[config.mk]
export PLATFORM = sky130hd
export DESIGN_NAME = rv32i_multicycle_ctrl
export DESIGN_NICKNAME = d
export VERILOG_FILES = /design/src/rtl/rv32i_pkg.sv /design/src/rtl/rv32i_branch_eval.sv /design/src/rtl/rv32i_multicycle_ctrl.sv
export SDC_FILE = /design/constraint.sdc
export NUM_CORES = 1
export LEC_CHECK = 0
export ABC_AREA = 1
export CORE_ASPECT_RATIO = 0.9
export CORE_UTILIZATION = 30
export DETAILED_ROUTE_END_ITERATION = 10
export GPL_TIMING_DRIVEN = 1
export PLACE_DENSITY_LB_ADDON = 0.15
export SKIP_CTS_REPAIR_TIMING = 1
export SLEW_MARGIN = 20
export SYNTH_ARGS = -nofsm -noshare
export SYNTH_HDL_FRONTEND = slang
export SYNTH_SLANG_ARGS = --single-unit
[constraint.sdc]
create_clock -name clk -period 1.7 [get_ports clk]
set_clock_uncertainty 0.05 [all_clocks]
set_input_delay 0.34 -clock clk [delete_from_list [all_inputs] [get_ports clk]]
set_output_delay 0.34 -clock clk [all_outputs]
set_load 0.005 [all_outputs]
[src/rtl/rv32i_pkg.sv]
// Shared definitions for the multi-cycle RV32I control path: state encoding,
// opcode constants, branch funct3 codes and the datapath mux/ALU select codes.
// Latency: n/a (definitions only). Backpressure: n/a.
package rv32i_pkg;

    // FETCH must stay at 4'd0: it is the reset state and the state_dbg reset value.
    typedef enum logic [3:0] {
        FETCH     = 4'd0,
        DECODE    = 4'd1,
        MEMADR    = 4'd2,
        MEMRD     = 4'd3,
        MEMWB     = 4'd4,
        MEMWR     = 4'd5,
        EXEC_R    = 4'd6,
        EXEC_I    = 4'd7,
        EXEC_U    = 4'd8,
        ALUWB     = 4'd9,
        BRANCH    = 4'd10,
        EXEC_JALR = 4'd11,
        JUMP      = 4'd12,
        ILLEGAL   = 4'd13
    } state_t;

    localparam logic [6:0] OPC_LOAD   = 7'b0000011;
    localparam logic [6:0] OPC_STORE  = 7'b0100011;
    localparam logic [6:0] OPC_OP     = 7'b0110011;
    localparam logic [6:0] OPC_OPIMM  = 7'b0010011;
    localparam logic [6:0] OPC_BRANCH = 7'b1100011;
    localparam logic [6:0] OPC_JAL    = 7'b1101111;
    localparam logic [6:0] OPC_JALR   = 7'b1100111;
    localparam logic [6:0] OPC_LUI    = 7'b0110111;
    localparam logic [6:0] OPC_AUIPC  = 7'b0010111;
    localparam logic [6:0] OPC_FENCE  = 7'b0001111;
    localparam logic [6:0] OPC_SYSTEM = 7'b1110011;

    localparam logic [2:0] F3_BEQ  = 3'b000;
    localparam logic [2:0] F3_BNE  = 3'b001;
    localparam logic [2:0] F3_BLT  = 3'b100;
    localparam logic [2:0] F3_BGE  = 3'b101;
    localparam logic [2:0] F3_BLTU = 3'b110;
    localparam logic [2:0] F3_BGEU = 3'b111;

    localparam logic [1:0] ALU_ADD   = 2'b00;
    localparam logic [1:0] ALU_SUB   = 2'b01;
    localparam logic [1:0] ALU_FUNCT = 2'b10;
    localparam logic [1:0] ALU_UPPER = 2'b11;

    localparam logic [1:0] SRCA_PC    = 2'b00;
    localparam logic [1:0] SRCA_OLDPC = 2'b01;
    localparam logic [1:0] SRCA_RS1   = 2'b10;

    localparam logic [1:0] SRCB_RS2  = 2'b00;
    localparam logic [1:0] SRCB_IMM  = 2'b01;
    localparam logic [1:0] SRCB_FOUR = 2'b10;

    localparam logic [1:0] RES_ALUOUT = 2'b00;
    localparam logic [1:0] RES_MEM    = 2'b01;
    localparam logic [1:0] RES_PC     = 2'b10;

endpackage

[src/rtl/rv32i_branch_eval.sv]
// Branch condition evaluator: funct3 plus ALU compare flags -> taken.
// Latency: combinational. Backpressure: none.
// Ports: funct3, alu_zero/alu_lt/alu_ltu flags in; taken out (0 for undefined funct3).
module rv32i_branch_eval
    import rv32i_pkg::*;
(
    input  logic [2:0] funct3,
    input  logic       alu_zero,
    input  logic       alu_lt,
    input  logic       alu_ltu,
    output logic       taken
);

    always_comb begin
        taken = 1'b0;
        case (funct3)
            F3_BEQ:  taken = alu_zero;
            F3_BNE:  taken = !alu_zero;
            F3_BLT:  taken = alu_lt;
            F3_BGE:  taken = !alu_lt;
            F3_BLTU: taken = alu_ltu;
            F3_BGEU: taken = !alu_ltu;
            default: taken = 1'b0;
        endcase
    end

endmodule

[src/rtl/rv32i_multicycle_ctrl.sv]
// Moore control FSM sequencing the shared ALU through fetch/decode/execute/mem/writeback.
// Latency: 3 (branch, JAL) to 5 (load) cycles per instruction, +1 per memory wait cycle.
// Backpressure: FETCH/MEMRD/MEMWR hold mem_req and address/write selects until mem_ready.
// Ports: clk/rst; opcode/funct3 from the IR; alu_zero/lt/ltu flags; mem_ready handshake in;
//        memory request, IR/PC load enables, ALU operand/op selects, writeback selects,
//        sticky illegal flag and state_dbg out.
module rv32i_multicycle_ctrl
    import rv32i_pkg::*;
#(
    parameter logic [3:0] RESET_STATE_ENC = 4'd0
) (
    input  logic       clk,
    input  logic       rst,
    input  logic [6:0] opcode,
    input  logic [2:0] funct3,
    input  logic       alu_zero,
    input  logic       alu_lt,
    input  logic       alu_ltu,
    input  logic       mem_ready,
    output logic       mem_req,
    output logic       mem_we,
    output logic       mem_addr_sel,
    output logic       ir_write,
    output logic       pc_write,
    output logic       pc_src,
    output logic [1:0] alu_src_a,
    output logic [1:0] alu_src_b,
    output logic [1:0] alu_op,
    output logic [1:0] result_sel,
    output logic       reg_write,
    output logic       illegal,
    output logic [3:0] state_dbg
);

    state_t state_q;
    state_t state_d;
    logic   br_taken;

    rv32i_branch_eval u_branch_eval (
        .funct3   (funct3),
        .alu_zero (alu_zero),
        .alu_lt   (alu_lt),
        .alu_ltu  (alu_ltu),
        .taken    (br_taken)
    );

    always_ff @(posedge clk) begin
        if (rst) begin
            state_q <= state_t'(RESET_STATE_ENC);
        end else begin
            state_q <= state_d;
        end
    end

    always_comb begin
        state_d      = state_q;
        mem_req      = 1'b0;
        mem_we       = 1'b0;
        mem_addr_sel = 1'b0;
        ir_write     = 1'b0;
        pc_write     = 1'b0;
        pc_src       = 1'b0;
        alu_src_a    = SRCA_PC;
        alu_src_b    = SRCB_RS2;
        alu_op       = ALU_ADD;
        result_sel   = RES_ALUOUT;
        reg_write    = 1'b0;
        illegal      = 1'b0;

        case (state_q)
            FETCH: begin
                mem_req   = 1'b1;
                alu_src_a = SRCA_PC;
                alu_src_b = SRCB_FOUR;
                alu_op    = ALU_ADD;
                // Gated by rst so a held reset never loads IR/PC from a stray mem_ready.
                ir_write  = mem_ready && !rst;
                pc_write  = mem_ready && !rst;
                if (mem_ready) begin
                    state_d = DECODE;
                end
            end
            DECODE: begin
                // Precompute old_pc + imm into alu_out for branch/JAL targets.
                alu_src_a = SRCA_OLDPC;
                alu_src_b = SRCB_IMM;
                alu_op    = ALU_ADD;
                case (opcode)
                    OPC_LOAD,
                    OPC_STORE:  state_d = MEMADR;
                    OPC_OP:     state_d = EXEC_R;
                    OPC_OPIMM:  state_d = EXEC_I;
                    OPC_BRANCH: state_d = (funct3 == 3'b010 || funct3 == 3'b011)
                                          ? ILLEGAL : BRANCH;
                    OPC_JAL:    state_d = JUMP;
                    OPC_JALR:   state_d = EXEC_JALR;
                    OPC_LUI,
                    OPC_AUIPC:  state_d = EXEC_U;
                    OPC_FENCE,
                    OPC_SYSTEM: state_d = FETCH;
                    default:    state_d = ILLEGAL;
                endcase
            end
            MEMADR: begin
                alu_src_a = SRCA_RS1;
                alu_src_b = SRCB_IMM;
                alu_op    = ALU_ADD;
                state_d   = (opcode == OPC_STORE) ? MEMWR : MEMRD;
            end
            MEMRD: begin
                mem_req      = 1'b1;
                mem_addr_sel = 1'b1;
                if (mem_ready) begin
                    state_d = MEMWB;
                end
            end
            MEMWB: begin
                result_sel = RES_MEM;
                reg_write  = 1'b1;
                state_d    = FETCH;
            end
            MEMWR: begin
                mem_req      = 1'b1;
                mem_we       = 1'b1;
                mem_addr_sel = 1'b1;
                if (mem_ready) begin
                    state_d = FETCH;
                end
            end
            EXEC_R: begin
                alu_src_a = SRCA_RS1;
                alu_src_b = SRCB_RS2;
                alu_op    = ALU_FUNCT;
                state_d   = ALUWB;
            end
            EXEC_I: begin
                alu_src_a = SRCA_RS1;
                alu_src_b = SRCB_IMM;
                alu_op    = ALU_FUNCT;
                state_d   = ALUWB;
            end
            EXEC_U: begin
                alu_src_a = SRCA_OLDPC;
                alu_src_b = SRCB_IMM;
                alu_op    = ALU_UPPER;
                state_d   = ALUWB;
            end
            ALUWB: begin
                result_sel = RES_ALUOUT;
                reg_write  = 1'b1;
                state_d    = FETCH;
            end
            BRANCH: begin
                // Compare rs1 - rs2 this cycle; target already sits in alu_out.
                alu_src_a = SRCA_RS1;
                alu_src_b = SRCB_RS2;
                alu_op    = ALU_SUB;
                pc_src    = 1'b1;
                pc_write  = br_taken;
                state_d   = FETCH;
            end
            EXEC_JALR: begin
                alu_src_a = SRCA_RS1;
                alu_src_b = SRCB_IMM;
                alu_op    = ALU_ADD;
                state_d   = JUMP;
            end
            JUMP: begin
                // PC still holds old_pc + 4 here, which is the link value for rd.
                pc_write   = 1'b1;
                pc_src     = 1'b1;
                result_sel = RES_PC;
                reg_write  = 1'b1;
                state_d    = FETCH;
            end
            ILLEGAL: begin
                illegal = 1'b1;
                state_d = ILLEGAL;
            end
            default: begin
                state_d = ILLEGAL;
            end
        endcase
    end

    assign state_dbg = state_q;

endmodule

# ---- After elaboration in Yosys (flattened, before gate mapping)
# Cells that the tools add are included.
dict set report classes {
  n_eq_ne 34
  muxes 20
  n_reduce_logical 22
}
# operator count
set ops {}
lappend ops {{case mux 4 bit (8 select lines)} 2}
lappend ops {{equality test 7 bit, second input constant} 4}
lappend ops {{equality test 4 bit, second input constant} 6}
lappend ops {{equality test 7 x 6 -> 1 bit, second input constant} 3}
lappend ops {{equality test 4 x 3 -> 1 bit, second input constant} 4}
lappend ops {{equality test 7 x 5 -> 1 bit, second input constant} 2}
lappend ops {{OR reduction 2 bit} 7}
lappend ops {{equality test 3 bit, second input constant} 4}
lappend ops {{two-way mux 4 bit} 3}
lappend ops {{case mux 2 bit (2 select lines)} 3}
lappend ops {{OR reduction 5 bit} 2}
lappend ops {{OR reduction 3 bit} 3}
lappend ops {{equality test 4 x 2 -> 1 bit, second input constant} 2}
lappend ops {{equality test 7 x 2 -> 1 bit, second input constant} 1}
lappend ops {{equality test 7 x 4 -> 1 bit, second input constant} 1}
lappend ops {{two-way mux 1 bit} 7}
lappend ops {{equality test 3 x 2 -> 1 bit, second input constant} 2}
lappend ops {{two-way mux 3 bit} 2}
lappend ops {{inequality test 2 bit, second input constant} 3}
lappend ops {{case mux 1 bit (6 select lines)} 1}
lappend ops {{case mux 2 bit (3 select lines)} 1}
lappend ops {{equality test 4 x 1 -> 1 bit, second input constant} 1}
lappend ops {{logical NOT 1 bit} 4}
lappend ops {{logical NOT 4 bit} 1}
lappend ops {{7 further kinds} 7}
dict set report totals {
  regBits 4
  inputBits 16
  out_inout_bits 20
  wordCells 77
}

# ---- Logic depth before layout (Yosys ltp)
# Gate-level depths: netlist (run 1).
dict set report depth {
  depth_word 5
  ltp_mapped 10
  ltp_nobuf 10
}

# ---- Hierarchy
# Synthesis (run 1) repeated with hierarchy kept, for this count alone.
dict set report unflattened {
  hier_cells 141
  area_unflattened_um2 698.2
}
# mod n_inst cells_each area_each_um2 seq_area_each_um2
set modules_own_cells {}
lappend modules_own_cells {rv32i_multicycle_ctrl 1 125 629.4 80.1}
lappend modules_own_cells {rv32i_branch_eval 1 16 68.8 0.0}

# ---- Worst setup path after synthesis (run 1)
# OpenSTA, ideal clock, no wires.
dict set report synth_path {
  path_kind {register -> output}
  from {register state_q[2] (netlist: state_dbg[2])}
  to {output alu_src_b[0]}
  arrival_time_ns 1.064
  required_ns 1.310
  setup_slack_ns 0.246
  stages_incl_launch_ff 7
  path_buffers 0
  cell_sequence {dfxtp_1 > inv_2 > nand2_1 > inv_1 > nand2_2 > o21ai_2 > a2111o_1}
}
dict set report synth_between {
  elab_chain_len 3
  elab_cells_between_ends 8
  classes_between {eq/ne: 5; mux: 1; reduce/logical: 2}
}
# item line_no
set synth_rtl {}
lappend synth_rtl {{start, declared} rv32i_multicycle_ctrl.sv:35} ;# state_t state_q;
lappend synth_rtl {{start signal, assigned} rv32i_multicycle_ctrl.sv:49} ;# state_q <= state_t'(RESET_STATE_ENC);
lappend synth_rtl {{start signal, assigned} rv32i_multicycle_ctrl.sv:51} ;# state_q <= state_d;
lappend synth_rtl {{equality test 4 x 1 -> 1 bit, or another cell as far along} rv32i_multicycle_ctrl.sv:70} ;# case (state_q)
lappend synth_rtl {{OR reduction 5 bit (no source line)} -}
lappend synth_rtl {{case mux 2 bit (2 select lines) (*)} rv32i_multicycle_ctrl.sv:70}
lappend synth_rtl {{end, declared} rv32i_multicycle_ctrl.sv:27} ;# output logic [1:0] alu_src_b,
# Every way passes the cells marked *; elsewhere a longest branch is shown, timed or not.

# ---- Worst setup path after layout (run 1)
dict set report layout_path {
  from {register state_q[0] (netlist: state_dbg[0])}
  to {output alu_src_b[0]}
}
# The elaborated chain is that of the path after synthesis.

==> results of run 1 <==
==> power breakdown <==
group	internal (mW)	total (mW)	leakage (nW)	switching (mW)
combinational	0.789	1.42	0.913	0.629
sequential	0.140	0.194	0.0353	0.0545
clock	0.0789	0.116	0.0138	0.0376
==> kinds of logic (layout without fill, tap and decap cells) <==
kind of cell           Yosys count  after routing  synth area share [%]
AND/OR/NAND/NOR                 81             81                  53.7
AO/OA/AOI/OAI                   20             20                  19.0
flip-flops                       4              4                  12.0
XOR/XNOR                         1              1                  1.31
buffers and inverters           25            104                  14.1
==> cells in the mapped netlist (2+ instances only) <==
cell     count
a21oi_1      4
dfxtp_1      4
inv_1       23
inv_2        2
nand2_1     33
nand2_2      4
nand3_1      9
nor2_1      27
nor2_2       4
nor2_4       2
o21ai_0      7
o21ai_2      2
==> routing by layer <==
metal  track usage [%]  up-vias  wire length [um]
li1                  -      572                 -
met1              29.8      471              1230
met2              39.7       25              1330
met3             0.647        2               102
met4              1.62        0                25
met5                 0        -                 0
==> layout by cell type, fill, tap and decap left out, drive strengths merged <==
cell	netlist	routed
a2111o	1	1
a211oi	1	1
a21oi	5	5
a31oi	1	1
buf	0	43
clkbuf	0	5
clkdlybuf4s50	0	17
dfxtp	4	4
dlymetal6s2s	0	14
inv	25	25
nand2	37	37
nand3	10	10
nor2	33	33
nor3	1	1
o21ai	10	10
o221ai	1	1
o22ai	1	1
xor2	1	1
==> through the flow <==
step                      power, mW  instances  worst slack (ns)  TNS [ns]
after global routing           1.85        235            -0.206    -0.556
after CTS                      1.60        232            -0.555     -5.96
after global placement         1.46        229            -0.511     -2.76
after floorplan               0.636        131             0.246         0
final                          1.73        235            -0.171    -0.276
after detailed placement       1.48        229            -0.552     -2.99
==> final cells by class <==
class	count	area [um2]
clock buffer	3	22.5
fill	164	533
inverter	25	96.3
multi-input combinational	102	551
sequential	4	92.6
tap	25	31.3
timing repair buffer	76	682
==> worst register-to-register path, stage by stage, from the launching register on <==
cell and delay, ns:
dfxtp_4 0.35, buf_4 0.14, nand2_2 0.09, inv_2 0.04
buf_4 0.13, nand2_2 0.06, nand3_2 0.07, buf_4 0.14
nand2_2 0.06, nand2_1 0.05, nor2_1 0.09, a21oi_1 0.07
==> final timing paths <==
path,slack (ns),startpoint,endpoint,depth (start not counted)
min,0.66,state_dbg[2]$_SDFFE_PP0P_,state_dbg[2]$_SDFFE_PP0P_,3
max,-0.17,state_dbg[0]$_SDFFE_PP0P_,alu_src_b[0],8
min reg2reg,0.66,state_dbg[2]$_SDFFE_PP0P_,state_dbg[2]$_SDFFE_PP0P_,3
max reg2reg,0.23,state_dbg[1]$_SDFFE_PP0P_,state_dbg[2]$_SDFFE_PP0P_,11
==> PnR_summary.wiki, run 1 <==
{| class="wikitable"
! Metric !! Value
|-
| Number of search-and-repair iterations in the first detailed-routing pass || 4
|-
| Cell taking the most area after synthesis || nand2_1
|-
| Unique masters post-synth || 22
|-
| Worst setup EP type || primary output
|-
| Maximum count of clock buffers along a single path || 2
|-
| Avg Cell Area, Syn || 5.09 um2
|-
| Avg Vias per Cell || 4.55
|-
| IO buf count || 35
|-
| Number of enable flip-flop cells after synthesis || 0
|-
| Number of violations of the max-capacitance limit || 0
|-
| Type of the tightest min-delay check || flip-flop to flip-flop
|-
| TritonCTS clock tree || yes
|-
| Top-level port count || 36
|-
| Effective utilization at floorplan || 33.2%
|-
| Final standard cell area without fillers || 0.00148 mm2
|-
| Period utilization || 110%
|-
| Via count of the first global-routing pass || 957
|-
| Clock Tree Root || clkbuf_4
|-
| Smallest hold slack || 0.664 ns
|-
| Synth top area share || 18.6%
|-
| Largest net degree at the start of global routing || 7
|-
| CP arrival || 1.48 ns
|-
| First-pass GRT wire length || 3970 um
|-
| Post-synthesis instance area || 667 um2
|-
| Number of clock buffers inserted by TritonCTS || 3
|-
| Count of antenna diodes in the layout || 0
|-
| Required time at the worst-slack endpoint || 1.31 ns
|-
| Cells after synthesis || 131
|-
| Number of vias after detailed routing || 1,070
|-
| Worst-path maximum fanout || 3
|-
| Largest voltage drop on the vdd net || 1.19 mV
|-
| Post-detailed-route DRC marker count || 0
|-
| Worst Max-Slew Pin Slew || 0.244 ns
|-
| Number of warnings printed during yosys synthesis || 0
|-
| RSZ-0062 raised after global routing || true
|-
| Relative max-transition margin || 83.6%
|-
| Library cell contributing the largest single delay on the critical path || dfxtp_2
|-
| Stage delay of the slowest cell on the critical path || 0.33 ns
|-
| H-tree depth || 1
|-
| ANT nets after route || 0
|-
| Total routed wirelength || 2690 um
|-
| Layout area overhead || 121%
|-
| Cells taking the most area after synthesis || nand2_1, nor2_1, inv_1
|-
| Number of violations reported at the end of detailed-routing iteration 0 || 20
|-
| Core Region || 0.00201 mm2
|-
| Sequential-to-total area share from yosys stat || 12.0%
|-
| CTS clk-pin slew, worst paths || 0.04 ns
|-
| Later-pin clock latency in the skew report || 0.23 ns
|-
| Flip-flop count of the largest register, all copies and words added || 4
|-
| Pwr per Cell Area || 1170 mW/mm2
|-
| Highest clock rate || 534 MHz
|-
| Critical path launch point type || flip-flop
|-
| Crit path cell chain || buf_6 -> inv_4 -> nor2_4 -> inv_2 -> o21ai_2 -> buf_4 -> a2111o_1 -> clkbuf_2
|-
| Fraction of layout cells with a size suffix above 1 || 39.5%
|-
| Placer Congestion || 0.851
|-
| Die extent in y || 46.7 um
|-
| Number of hold violations in the final report || 0
|-
| Category of cells accounting for the largest share of critical-path delay || buffers and inverters
|-
| Prevailing post-synth register cell || dfxtp_1
|-
| Smallest setup slack after layout || -0.171 ns
|-
| Synthesized flop and latch total || 4
|-
| Critical path buffers and inverters || 5
|-
| Fin. max-slew vios || 0
|-
| TritonCTS Sinks || 4
|-
| Status || finished, violations left
|-
| Antenna violations before repair || 0
|-
| Detailed placement HPWL || 2060 um
|-
| Die outline width || 51.7 um
|-
| Type of the setup path with the least slack || flip-flop to primary output
|-
| DP Area || 0.00133 mm2
|-
| Final critical delay including setup and external delays || 1.87 ns
|-
| Final Setup Violations || 2
|-
| Violated checks || negative setup slack
|-
| Net count of the mapped netlist || 147
|-
| Number of placement rows || 15
|-
| Avg WL per Cell || 11.5 um
|-
| Ys async rst share || 0%
|-
| Net count reported at finish || 228
|-
| Die area || 0.00242 mm2
|-
| Overall fraction of global-route tracks in use || 21.6%
|-
| Leakage Power || 0.962 nW
|-
| Final design utilization || 73.5%
|-
| Remaining global-route overflow || 0
|}
Note: power is estimated with default switching activity, not from simulation.
==> inputs of run 2 (changes only) <==
--- a/config.mk
+++ b/config.mk
@@ -9,6 +9,7 @@
 export CORE_ASPECT_RATIO = 0.9
 export CORE_UTILIZATION = 30
 export DETAILED_ROUTE_END_ITERATION = 10
+export DONT_BUFFER_PORTS = 1
 export GPL_TIMING_DRIVEN = 1
 export PLACE_DENSITY_LB_ADDON = 0.15
 export SKIP_CTS_REPAIR_TIMING = 1
==> PnR_summary.wiki, run 2 (synthesis results as in run 1) <==
{| class="wikitable"
! Metric !! Value
|-
| Relative max-transition margin || 78.3% (was 83.6%)
|-
| Die extent in y || 46.7 um (unchanged)
|-
| Layout area overhead || 18.9% (was 121%)
|-
| DP Area || 728 um2 (was 0.00133 mm2)
|-
| Maximum count of clock buffers along a single path || 2 (unchanged)
|-
| Avg WL per Cell || 11.7 um (was 11.5 um)
|-
| Pwr per Cell Area || 1290 mW/mm2 (was 1170 mW/mm2)
|-
| Period utilization || 98.3% (was 110%)
|-
| Endpoint of the worst hold-timing path || state_dbg[3]$_SDFFE_PP0P_ (was state_dbg[2]$_SDFFE_PP0P_)
|-
| H-tree depth || 1 (unchanged)
|-
| Fraction of layout cells with a size suffix above 1 || 25.4% (was 39.5%)
|-
| Largest net degree at the start of global routing || 8 (was 7)
|-
| Count of antenna diodes in the layout || 0 (unchanged)
|-
| Net count reported at finish || 156 (was 228)
|-
| Capture instance of the worst register-to-register path || state_dbg[0]$_SDFFE_PP0P_ (was state_dbg[2]$_SDFFE_PP0P_)
|-
| Type of the setup path with the least slack || flip-flop to primary output (unchanged)
|-
| Number of search-and-repair iterations in the first detailed-routing pass || 4 (unchanged)
|-
| WHS Path Cells || 1 (was 3)
|-
| Smallest hold slack || 0.130 ns (was 0.664 ns)
|-
| Die outline width || 51.7 um (unchanged)
|-
| Total routed wirelength || 1900 um (was 2690 um)
|-
| First-pass GRT wire length || 2710 um (was 3970 um)
|-
| Critical path launch point type || flip-flop (unchanged)
|-
| CP arrival || 1.28 ns (was 1.48 ns)
|-
| Final Setup Violations || 0 (was 2)
|-
| Required time at the worst-slack endpoint || 1.31 ns (about the same)
|-
| Number of violations reported at the end of detailed-routing iteration 0 || 30 (was 20)
|-
| Most common cell after layout, fill and taps aside || nand2_1 (was buf_4)
|-
| Final design utilization || 39.5% (was 73.5%)
|-
| Top-level port count || 36 (unchanged)
|-
| Number of vias after detailed routing || 828 (was 1,070)
|-
| Detailed placement HPWL || 1530 um (was 2060 um)
|-
| Fin. max-slew vios || 0 (unchanged)
|-
| Hold path start || rst (was state_dbg[2]$_SDFFE_PP0P_)
|-
| Worst r2r src || state_dbg[3]$_SDFFE_PP0P_ (was state_dbg[1]$_SDFFE_PP0P_)
|-
| Worst setup EP type || primary output (unchanged)
|-
| Final critical delay including setup and external delays || 1.67 ns (was 1.87 ns)
|-
| TritonCTS Sinks || 4 (unchanged)
|-
| CTS clk-pin slew, worst paths || 0.04 ns (about the same)
|-
| Number of placement rows || 15 (unchanged)
|-
| R2R cell count || 8 (was 11)
|-
| Overall fraction of global-route tracks in use || 14.9% (was 21.6%)
|-
| Type of the tightest min-delay check || input port to flip-flop (was flip-flop to flip-flop)
|-
| Number of violations of the max-capacitance limit || 0 (unchanged)
|-
| Effective utilization at floorplan || 33.2% (unchanged)
|-
| Worst Max-Slew Pin Slew || 0.323 ns (was 0.244 ns)
|-
| Via count of the first global-routing pass || 666 (was 957)
|-
| Most frequent cells in the layout || nand2_1, nor2_1, inv_1 (was buf_4, nand2_1, nor2_1)
|-
| Post-detailed-route DRC marker count || 0 (unchanged)
|-
| TritonCTS clock tree || yes (unchanged)
|-
| Leakage Power || 0.434 nW (was 0.962 nW)
|-
| Later-pin clock latency in the skew report || 0.23 ns (about the same)
|-
| Final standard cell area without fillers || 793 um2 (was 0.00148 mm2)
|-
| Clock Tree Root || clkbuf_4 (unchanged)
|-
| Flip-flop count of the largest register, all copies and words added || 4 (unchanged)
|-
| Largest voltage drop on the vdd net || 0.749 mV (was 1.19 mV)
|-
| Setup slack, reg-to-reg || 0.31 ns (was 0.23 ns)
|-
| Worst setup startpoint || state_dbg[2]$_SDFFE_PP0P_ (was state_dbg[0]$_SDFFE_PP0P_)
|-
| Remaining global-route overflow || 0 (unchanged)
|-
| Placer Congestion || 0.921 (was 0.851)
|-
| Highest clock rate || 599 MHz (was 534 MHz)
|-
| Avg Vias per Cell || 5.08 (was 4.55)
|-
| Number of hold violations in the final report || 0 (unchanged)
|-
| RSZ-0062 raised after global routing || true (unchanged)
|-
| IO buf count || 0 (was 35)
|-
| Worst-path maximum fanout || 6 (was 3)
|-
| ANT nets after route || 0 (unchanged)
|-
| Core Region || 0.00201 mm2 (unchanged)
|-
| Status || complete, no violations (was finished, violations left)
|-
| Number of clock buffers inserted by TritonCTS || 3 (unchanged)
|-
| Die area || 0.00242 mm2 (unchanged)
|-
| Antenna violations before repair || 0 (unchanged)
|}
-- run 2: cell types whose count changed in the layout (fill, tap and decap cells not counted), sizes merged --
| cell | before | now |
|---|---|---|
| clkbuf | 5 | 3 |
| clkdlybuf4s50 | 17 | 0 |
| buf | 43 | 4 |
| dlymetal6s2s | 14 | 0 |
-- run 2: critical path, cell delays in order, from the launching register on --
cell and delay (ns):
dfxtp_4 0.39, inv_4 0.06, nand2_4 0.07, inv_2 0.04
nand2_2 0.08, o21ai_4 0.08, a2111o_1 0.32
-- run 2: worst max-delay path by stage --
stage | end
floorplan | alu_src_b[0]
global placement | alu_src_b[0]
detailed placement | alu_src_b[0]
CTS | alu_src_b[0]
global route | pc_write
finish | alu_src_b[0]
-- run 2: per-stage QoR --
stage	power [mW]	cells	worst slack, ns	TNS, ns
after floorplan	0.636	131	0.246	0
after global placement	0.814	160	0.139	0
after detailed placement	0.814	160	0.107	0
after CTS	0.937	163	-0.149	-0.353
after global routing	1.12	163	-0.0175	-0.0269
final	1.02	163	0.0294	0
-- run 2: report_power, final --
| part | internal (mW) | switching (mW) | total (mW) |
|---|---|---|---|
| combinational | 0.253 | 0.461 | 0.714 |
| clock | 0.0787 | 0.0343 | 0.113 |
| sequential | 0.137 | 0.0601 | 0.198 |
| total | 0.469 | 0.555 | 1.02 |
-- run 2: layer usage --
| metal | vias to the layer above | GRT usage, % | part of all wire, % |
|---|---|---|---|
| met3 | 0 | 3.88 | 7.2 |
| met4 | 0 | 3.24 | 0 |
| met1 | 375 | 19.7 | 49 |
| met2 | 27 | 24.9 | 44 |
| met5 | - | 0 | 0 |
| li1 | 426 | - | - |
-- run 2: cell type report --
type / count / area, um2
timing repair buffer: 4 / 30.0
clock buffer: 3 / 22.5
multi-input combinational: 102 / 526
inverter: 25 / 96.3
tap: 25 / 31.3
fill: 230 / 1210
sequential: 4 / 87.6
